<file path="src/rtl/mem_delay.sv">
// Fixed-latency shift pipeline of {tag, blk}; an empty stage carries tag 0.
module mem_delay #(
  parameter int LATENCY = 4,
  parameter int TAG_W   = 4,
  parameter int BLK_W   = 64
) (
  input  logic             clock,
  input  logic             reset,
  input  logic [TAG_W-1:0] in_tag,
  input  logic [BLK_W-1:0] in_blk,
  output logic [TAG_W-1:0] out_tag,
  output logic [BLK_W-1:0] out_blk
);

  logic [LATENCY-1:0][TAG_W-1:0] tag_q, tag_d;
  logic [LATENCY-1:0][BLK_W-1:0] blk_q, blk_d;

  always_comb begin
    tag_d[0] = in_tag;
    blk_d[0] = in_blk;
    for (int i = 1; i < LATENCY; i++) begin
      tag_d[i] = tag_q[i-1];
      blk_d[i] = blk_q[i-1];
    end
  end

  // Clearing the data as well keeps ans_blk at zero out of reset.
  always_ff @(posedge clock or negedge reset) begin
    if (!reset) begin
      tag_q <= '0;
      blk_q <= '0;
    end else begin
      tag_q <= tag_d;
      blk_q <= blk_d;
    end
  end

  assign out_tag = tag_q[LATENCY-1];
  assign out_blk = blk_q[LATENCY-1];

endmodule

</file>
<file path="config.mk">
export PLATFORM = sky130hd
export DESIGN_NAME = mem_delay
export DESIGN_NICKNAME = d
export VERILOG_FILES = /design/src/rtl/mem_delay.sv
export SDC_FILE = /design/constraint.sdc
export NUM_CORES = 1
export LEC_CHECK = 0
export CELL_PAD_IN_SITES_DETAIL_PLACEMENT = 2
export CELL_PAD_IN_SITES_GLOBAL_PLACEMENT = 2
export CORE_ASPECT_RATIO = 0.8
export CORE_MARGIN = 2
export CORE_UTILIZATION = 38
export CTS_CLUSTER_DIAMETER = 50
export DETAILED_ROUTE_END_ITERATION = 8
export GPL_TIMING_DRIVEN = 0
export PLACE_DENSITY = 0.89
export SETUP_SLACK_MARGIN = 0.3
export SYNTH_ARGS = -nofsm -noshare
export SYNTH_HDL_FRONTEND = slang
export SYNTH_SLANG_ARGS = --single-unit
export TNS_END_PERCENT = 10
</file>
<file path="constraint.sdc">
create_clock -name clock -period 0.8 [get_ports clock]
set_input_delay 0.2 -clock clock [delete_from_list [all_inputs] [get_ports clock]]
set_output_delay 0.2 -clock clock [all_outputs]
set_load 0.03 [all_outputs]
</file>
After elaboration in Yosys (flattened, before gate mapping) --
Cells that the tools add are included.
Word-level totals: output and inout bits 68, word-level logic and storage cells 8, input port bits 70, register bits 272

Depth between registers and ports, before layout --
Gate-level depths: netlist of the first run.
depth after elaboration 0, gate-level depth with buffers 0, gate-level depth less buffers 0

Least setup slack after synthesis of the first run --
OpenSTA, ideal clock, no wires.
kind register -> output, start point register blk_q, in the netlist out_blk[0], end point output out_blk[0], data arrival time 467 ps, required time 600 ps, cell stages (with the launch flop) 1, path slack 133 ps, path buffers 0, path through dfrtp_1
RTL lines:
- start: declaration | RTL line 16 | logic [LATENCY-1:0][BLK_W-1:0] blk_q, blk_d;
- start signal: assignment | RTL line 34 | blk_q <= blk_d;
- end: declaration | RTL line 12 | output logic [BLK_W-1:0] out_blk
No word-level cell between the ends.

Worst setup path in the final report of the first run --
start point register blk_q, in the netlist out_blk[11], end point output out_blk[11]
No word-level cell between the ends.

==> results of run 1 <==
## registers in the layout (all words and copies together), names as in the netlist
register	count
out_blk	64
blk_d	192
tag_d	12
out_tag	4
## cells by family after synthesis
family and synth area share, %:
DFF 100
## layout make-up
cell class | instances | area, µm²
timing repair buffer | 139 | 1520
tap | 225 | 282
clock inverter | 9 | 150
sequential | 272 | 6810
clock buffer | 37 | 753
fill | 1440 | 7910
## timing repair
action / in CTS / in global routing
setup endpoints to repair: 212 / 220
endpoints found under the hold margin: 141 / 141
gates resized for setup: 477 / 0
## layer usage
layer	GRT usage [%]	up-vias	routed length, µm
met5	0	-	0
met4	3.33	0	290
met3	4.77	26	942
met2	23.6	120	6360
met1	15.5	1480	4730
li1	-	1174	-
## cells in the mapped netlist
master                      n  share of area [%]
sky130_fd_sc_hd__dfrtp_1  272                100
## report_power, final
part	switching (mW)	total, mW	internal [mW]	leakage, nW
clock network	4.76	12.6	7.82	0.437
registers	0.260	14.7	14.5	3.16
logic	0.760	1.41	0.653	0.712
total	5.78	28.7	22.9	4.31
## worst min path at each step
stage	end	slack [ns]
floorplan	blk_d[100]	-0.1
global placement	blk_d[203]	0.33
detailed placement	out_blk[38]	0.007
CTS	out_blk[38]	-0.54
global route	out_blk[31]	-0.54
finish	out_blk[38]	-0.52
## per-stage QoR
step	setup slack [ns]	hold WS (ns)	util (%)	setup TNS, ns	instance area, µm²
after floorplan	0.133	-0.0956	-	0	6810
after global placement	-11.86	0.331	48.6	-3000.77	8470
after detailed placement	-0.667	0.00721	48.9	-115.32	8530
after CTS	-0.496	-0.541	54.6	-38.14	9520
after global routing	-0.495	-0.539	54.6	-53.63	9520
final	-0.463	-0.519	54.6	-28.94	9520
==> impl_metrics.tcl, run 1 <==
set metrics [dict create \
    start_kind "flip-flop" \
    most_frequent_standard_cell_in_the_layout_excluding_fill_and_tap_cells "sky130_fd_sc_hd__dfrtp_1" \
    slowest_stage "sky130_fd_sc_hd__dfrtp_2" \
    drv.max_cap_violation_count 0 \
    failed_checks "negative hold slack, negative setup slack" \
    clock_sink_count 272 \
    timing.critical_path.slowest_cell_delay_ns 0.42 \
    clock.fmax_ghz 0.792 \
    finalPower_mw 28.7 \
    io_buffers 137 \
    worstRegToRegCells 0 \
    rsz0062_at_grt "true" \
    powerDensity_nw_per_um2 3020 \
    cell_row_count 43 \
    seq_area_frac_synth_pct 100 \
    max_slew.worst_pin.slew_ns 0.668 \
    wire_length_of_the_first_global_routing_pass_um 19000 \
    critical_path.startpoint "out_blk[11]" \
    cellLeakagePower_nw 4.31 \
    vdd.ir_drop.worst_uv 1690 \
    final.setup.worst_slack_ns -0.463 \
    finalWirelength_um 12300 \
    routed_wire_length_per_instance_um 18.1 \
    regToRegStartpoint "blk_d[91]" \
    critical_path_required_ns 0.60 \
    synthCells 272 \
    post-route-drc-count 0 \
    hold_path.class "in2async" \
    outcome "finished with violations" \
    via_count_of_the_first_global_routing_pass 3335 \
    antenna_found_initial 0 \
    drt.antenna.violating_nets 0 \
    placedCellCount 636 \
    floorplan.io_pins 138 \
    worst-endpoint-arrival_ns 1.06 \
    drive_gt1_share_pct 25.6 \
    post-route-period-util_pct 158 \
    maximum_number_of_pins_on_one_net_before_global_route_repair 133 \
    numCtsBuffers 26 \
    max_slew_margin_pct 55.5 \
    clk_transition_reported_paths_ns 0.06 \
    hpwlAfterDp_um 7910 \
    detailroute.via_count 2800 \
    clock_skew_ns 0.00629 \
    timing.reg2reg.setup_slack_ns 0.29 \
    postSynthNetCount 342 \
    cp_cell_sequence "buf_6" \
    die_width_um 154 \
    multi_input_combinational_gate_total 0 \
    worst_setup_path_end_kind "output pin" \
    multi_input_area_um2 0 \
    ys_ff_latch 272 \
    drv_slew 0 \
    final.hold.worst_slack_ns -0.519 \
    report.final.hold_viol_count 141 \
    synth.avg_cell_area_um2 25.0 \
    finalNetCount 509 \
    timing.final.setup_violations 79 \
    h-tree-depth 1 \
    r2r_end "blk_d[155]" \
    core_um2 17400 \
    root_buffer "sky130_fd_sc_hd__clkbuf_16" \
    start_util_pct 39.0 \
    criticalPathCategory "reg2out" \
    dr_vias_cell 4.11 \
    die_footprint_um2 19000 \
    post_synth_num_cell_types 1 \
    grt_remaining_overflow 0 \
    place.gp.congestion 0.673 \
    tritoncts "yes" \
    maximum_buffer_depth_of_the_clock_tree 3 \
    critical_path_cell_count 1 \
    antennaDiodeCount 0 \
    die_height_um 124 \
    critical_path.n_buffers_inverters 1 \
    instances_no_fill 682 \
    period_minus_ws_final_ns 1.26 \
    yosysWarnings 0 \
    critical_path.endpoint "out_blk[11]" \
    firstDrtPassIters 2 \
    syn_to_final_growth_pct 39.9 \
    post-cts-setup-buffers 0 \
    clk-insertion-delay-late_ns 0.50 \
    syn_area_um2 6810 \
    grt_util_all_layers_pct 13.2 \
    dr.first_iter.drc_count 100 \
    crit_path_max_fanout 1 \
    layout.cells.most_common_list "sky130_fd_sc_hd__dfrtp_1 (266), sky130_fd_sc_hd__clkdlybuf4s50_1 (68), sky130_fd_sc_hd__buf_6 (68)" \
    critPathTopFamily "flip-flops" \
]
(Power assumes the default switching activity.)
==> inputs of run 2 (changes only) <==
clock period = 1.4 ns   (was 0.8 ns; I/O delays follow)
==> run 2 against run 1 <==
The run still ends with negative hold slack, negative setup slack left; clock skew increased by 0.0050 ns; power decreased by 43%; register-to-register slack improved by 0.58 ns; sequential power decreased by 43%; first-iteration DRC count increased by 8.0%; via count increased by 1.9%; final area about the same; cell count increased by 0.15%; die area unchanged; worst setup slack improved by 0.44 ns; hold slack improved by 0.21 ns; clock power decreased by 43%; critical endpoint is now out_blk[36]; largest cell class unchanged.
==> impl_metrics.tcl, run 2 (same netlist as run 1, synthesis figures left out) <==
set metrics [dict create \
    routed_wire_length_per_instance_um 20.9 \
    most_frequent_standard_cell_in_the_layout_excluding_fill_and_tap_cells "sky130_fd_sc_hd__dfrtp_1" \
    powerDensity_nw_per_um2 1730 \
    worst-endpoint-arrival_ns 1.07 \
    crit_path_max_fanout 1 \
    dr_vias_cell 4.18 \
    worst_setup_path_end_kind "output pin" \
    register_area_um2 6810 \
    multi_input_area_um2 0 \
    cellLeakagePower_nw 4.33 \
    maximum_buffer_depth_of_the_clock_tree 3 \
    hold_path.class "in2async" \
    die_height_um 124 \
    clock_sink_count 272 \
    timing.critical_path.slowest_cell_delay_ns 0.41 \
    drt.antenna.violating_nets 0 \
    wire_length_of_the_first_global_routing_pass_um 21700 \
    timing.final.setup_violations 16 \
    tritoncts "yes" \
    start_util_pct 39.0 \
    clock.fmax_ghz 0.702 \
    syn_to_final_growth_pct 39.7 \
    io_buffers 137 \
    finalNetCount 510 \
    post-route-drc-count 0 \
    slowest_stage "sky130_fd_sc_hd__dfrtp_1" \
    hpwlAfterDp_um 8540 \
    drive_gt1_share_pct 24.7 \
    root_buffer "sky130_fd_sc_hd__clkbuf_16" \
    dr.first_iter.drc_count 108 \
    floorplan.io_pins 138 \
    period_minus_ws_final_ns 1.42 \
    grt_remaining_overflow 0 \
    numCtsBuffers 27 \
    drv.max_cap_violation_count 0 \
    detailed_place.area_um2 8520 \
    post-cts-setup-buffers 0 \
    clock_skew_ns 0.0113 \
    vdd.ir_drop.worst_uv 1270 \
    antenna_found_initial 0 \
    die_footprint_um2 19000 \
    die_width_um 154 \
    rsz0062_at_grt "true" \
    final_design_area_no_fill_um2 9510 \
    post-route-period-util_pct 102 \
    finalPower_mw 16.4 \
    critical_path_required_ns 1.05 \
    report.final.hold_viol_count 59 \
    cell_row_count 43 \
    via_count_of_the_first_global_routing_pass 3453 \
    max_slew.worst_pin.slew_ns 0.659 \
    grt_util_all_layers_pct 15.7 \
    failed_checks "negative hold slack, negative setup slack" \
    antennaDiodeCount 0 \
    criticalPathCategory "reg2out" \
    clk_transition_reported_paths_ns 0.07 \
    layout.cells.most_common_list "sky130_fd_sc_hd__dfrtp_1 (272), sky130_fd_sc_hd__clkdlybuf4s50_1 (68), sky130_fd_sc_hd__buf_6 (68)" \
    largest_register_ff_count 192 \
    clk-insertion-delay-late_ns 0.51 \
    place.gp.congestion 0.701 \
    core_um2 17400 \
    max_slew_margin_pct 56.0 \
    finalWirelength_um 14300 \
    cp_cell_sequence "buf_6" \
    maximum_number_of_pins_on_one_net_before_global_route_repair 127 \
    fill_cells 1407 \
    h-tree-depth 1 \
    critical_path.n_buffers_inverters 1 \
    start_kind "flip-flop" \
    final.setup.worst_slack_ns -0.0237 \
    outcome "finished with violations" \
    final.hold.worst_slack_ns -0.304 \
    multi_input_combinational_gate_total 0 \
    critPathTopFamily "flip-flops" \
    drv_slew 0 \
    detailroute.via_count 2854 \
    firstDrtPassIters 2 \
    fin_setup_tns_ns -0.128 \
]
run 2: cell types whose count changed in the layout (fill, tap and decap cells not counted):
| cell | delta |
|---|---|
| sky130_fd_sc_hd__dfrtp_1 | +6 |
| sky130_fd_sc_hd__dfrtp_2 | -6 |
| sky130_fd_sc_hd__clkbuf_8 | +3 |
| sky130_fd_sc_hd__bufinv_16 | -2 |
| sky130_fd_sc_hd__clkinvlp_4 | -2 |
| sky130_fd_sc_hd__inv_6 | +2 |
| sky130_fd_sc_hd__buf_12 | -1 |
| sky130_fd_sc_hd__buf_16 | +1 |
| sky130_fd_sc_hd__clkbuf_1 | -1 |
| sky130_fd_sc_hd__inv_8 | +1 |
run 2: final timing paths:
kind / from / end / slack [ns] / cells after the start
max: out_blk[36] / out_blk[36] / -0.02 / 1
max reg2reg: blk_d[81] / blk_d[145] / 0.87 / 0
min reg2reg: blk_d[112] / blk_d[176] / 0.34 / 0
max in group asynchronous: reset / blk_d[250] / 0.48 / 3
min: reset / blk_d[237] / -0.30 / 1
min in group clock: in_blk[57] / blk_d[121] / 0.26 / 1
run 2: layout make-up:
cell class,instances,area share [%]
Clock buffer,39,8.31
Clock inverter,8,1.09
Sequential cell,272,71.6
Tap cell,225,2.96
Timing Repair Buffer,139,16.1
run 2: timing repair:
action                                  in CTS  in global routing
gates resized for setup                    477                  1
hold endpoints to repair                    59                 59
endpoints found under the setup margin     155                155
pin swaps                                    0                  0
run 2: power breakdown:
part | total (mW) | switching, mW | internal (mW) | leakage (nW)
Sequential | 8.42 | 0.165 | 8.26 | 3.17
Clock | 7.18 | 2.88 | 4.29 | 0.444
Combinational | 0.823 | 0.447 | 0.376 | 0.715
run 2: per-layer routing:
metal	routed length, µm	GRT usage (%)	vias to the layer above
met3	1360	6.85	23
met2	7570	28.6	130
li1	-	-	1179
met1	5110	17.0	1522
met5	0	0	-
met4	267	3.90	0
run 2: per-stage QoR:
step / worst slack [ns] / utilization, % / instances
after floorplan: 0.583 / - / 272
after global placement: -10.61 / 48.5 / 634
after detailed placement: -0.282 / 48.9 / 636
after CTS: -0.0657 / 54.5 / 683
after global routing: -0.0653 / 54.6 / 683
final: -0.0237 / 54.6 / 683
==> inputs of run 3 (changes only) <==
CORE_UTILIZATION = 40   (was 38)
CTS_BUF_LIST = sky130_fd_sc_hd__clkbuf_8   (was not set)
PLACE_DENSITY = 0.93   (was 0.89)
==> run 3 against run 2 <==
The run still ends with negative hold slack, negative setup slack left; register-to-register slack improved by 0.03 ns; sequential power is essentially flat; critical path depth stayed put; cell count grew 2.9%; final area is 0.46% lower; global-route usage decreased by 1.4 points; utilization grew 2.4 points; routed wire length is 15% lower; fmax is 1.0% higher; critical path type unchanged.
==> impl_metrics.tcl, run 3 (same netlist as run 1, synthesis figures left out) <==
set metrics [dict create \
    clock_skew_ns 0.0129 \
    switching_power_mw 3.37 \
    report.final.hold_viol_count 43 \
    hpwlAfterDp_um 7930 \
    multi_input_combinational_gate_total 0 \
    clock_sink_count 272 \
    detailroute.via_count 2841 \
    vdd.ir_drop.worst_uv 826 \
    final.setup.worst_slack_ns -0.00964 \
    cellLeakagePower_nw 4.37 \
    syn_to_final_growth_pct 39.1 \
    instances_no_fill 703 \
    finalNetCount 525 \
    post-route-drc-count 0 \
    start_util_pct 41.0 \
    place.gp.congestion 0.690 \
    failed_checks "negative hold slack, negative setup slack" \
    maximum_number_of_pins_on_one_net_before_global_route_repair 130 \
    core_um2 16600 \
    firstDrtPassIters 3 \
    post-route-period-util_pct 101 \
    dr_vias_cell 4.04 \
    critPathTopFamily "flip-flops" \
    post-cts-setup-buffers 0 \
    tritoncts "yes" \
    fill_cells 1356 \
    layout.core_utilization_pct 57.0 \
    clk_transition_reported_paths_ns 0.06 \
    clock_power_share_pct 41.8 \
    drive_gt1_share_pct 27.3 \
    wire_length_of_the_first_global_routing_pass_um 19000 \
    routed_wire_length_per_instance_um 17.3 \
    powerDensity_nw_per_um2 1670 \
    crit_path_max_fanout 1 \
    antenna_found_initial 0 \
    h-tree-depth 2 \
    rsz0062_at_grt "true" \
    floorplan.io_pins 138 \
    drv.max_cap_violation_count 0 \
    placedCellCount 631 \
    cell_row_count 42 \
    slowest_stage "sky130_fd_sc_hd__dfrtp_1" \
    outcome "finished with violations" \
    max_slew.worst_pin.slew_ns 0.602 \
    criticalPathCategory "reg2out" \
    antennaDiodeCount 0 \
    die_height_um 121 \
    worst-endpoint-arrival_ns 1.06 \
    finalWirelength_um 12100 \
    seq_power_share_pct 53.1 \
    clock.fmax_ghz 0.709 \
    via_count_of_the_first_global_routing_pass 3532 \
    fin_setup_tns_ns -0.0276 \
    worst_setup_path_end_kind "output pin" \
    drv_slew 0 \
    drt.antenna.violating_nets 0 \
    cp_cell_sequence "buf_6" \
    largest_register_ff_count 192 \
    grt_remaining_overflow 0 \
    critical_path_required_ns 1.05 \
    multi_input_area_um2 0 \
    max_slew_margin_pct 59.9 \
    most_frequent_standard_cell_in_the_layout_excluding_fill_and_tap_cells "sky130_fd_sc_hd__dfrtp_1" \
    grt_util_all_layers_pct 14.4 \
    timing.critical_path.slowest_cell_delay_ns 0.40 \
    root_buffer "sky130_fd_sc_hd__clkbuf_8" \
    maximum_buffer_depth_of_the_clock_tree 3 \
    internal_power_mw 12.4 \
    die_width_um 150 \
    timing.final.setup_violations 4 \
    start_kind "flip-flop" \
    combinational_share_of_power_pct 5.1 \
    layout.cells.most_common_list "sky130_fd_sc_hd__dfrtp_1 (272), sky130_fd_sc_hd__clkdlybuf4s50_1 (68), sky130_fd_sc_hd__buf_6 (68)" \
    die_footprint_um2 18100 \
    hold_path.class "in2async" \
    power.share.switching_pct 21.3 \
    dr.first_iter.drc_count 111 \
    critical_path.n_buffers_inverters 1 \
    numCtsBuffers 42 \
    period_minus_ws_final_ns 1.41 \
    io_buffers 137 \
    final.hold.worst_slack_ns -0.273 \
    clk-insertion-delay-late_ns 0.52 \
]
run 3: cell count changes in the layout (fill, tap and decap cells not counted), sizes merged:
cell / delta
clkbuf: +15
clkinv: +2
inv: +8
run 3: per-stage QoR:
step                      total power, mW  instance area [µm²]  setup slack (ns)
after floorplan                      8.68                 6810             0.583
after global placement               9.27                 8450            -10.53
after detailed placement             9.34                 8510            0.0230
after CTS                            16.1                 9470           -0.0552
after global routing                 16.6                 9470           -0.0703
final                                15.8                 9470          -0.00964
run 3: area by class of cell:
| class | count | area, µm² | area share (%) |
|---|---|---|---|
| flip-flops and latches | 272 | 6810 | 71.9 |
| clock inverters | 18 | 126 | 1.33 |
| repair buffers | 139 | 1520 | 16.0 |
| clock buffers | 54 | 743 | 7.85 |
| well taps | 220 | 275 | 2.91 |
run 3: path summary, 6_finish.rpt:
path | slack [ns] | end | depth (start not counted) | start
min in group clock | 0.27 | blk_d[107] | 1 | in_blk[43]
min | -0.27 | out_blk[46] | 1 | reset
min reg2reg | 0.34 | out_tag[0] | 0 | tag_d[12]
max reg2reg | 0.90 | blk_d[240] | 0 | blk_d[176]
max in group asynchronous | 0.75 | out_blk[26] | 2 | reset
max | -0.01 | out_blk[62] | 1 | out_blk[62]
run 3: power by group through the flow:
stage / sequential [mW] / clock, mW / combinational, mW
2_1_floorplan: 8.68 / 0 / 0
3_3_place_gp: 8.51 / 0 / 0.758
3_5_place_dp: 8.54 / 0 / 0.805
4_1_cts: 8.42 / 6.85 / 0.831
5_1_grt: 8.44 / 7.26 / 0.870
6_report: 8.41 / 6.61 / 0.808
run 3: routing by layer:
layer	up-vias	track usage, %	share of wire, %
met2	122	24.2	51
met5	-	0	0
met3	21	6.87	9.4
met1	1487	15.8	38
li1	1211	-	-
met4	0	5.48	1.5
run 3: what timing repair did:
action | 4_1_cts | 5_1_grt
setup endpoints to repair | 68 | 68
resized for setup | 476 | 0
hold endpoints to repair | 43 | 43
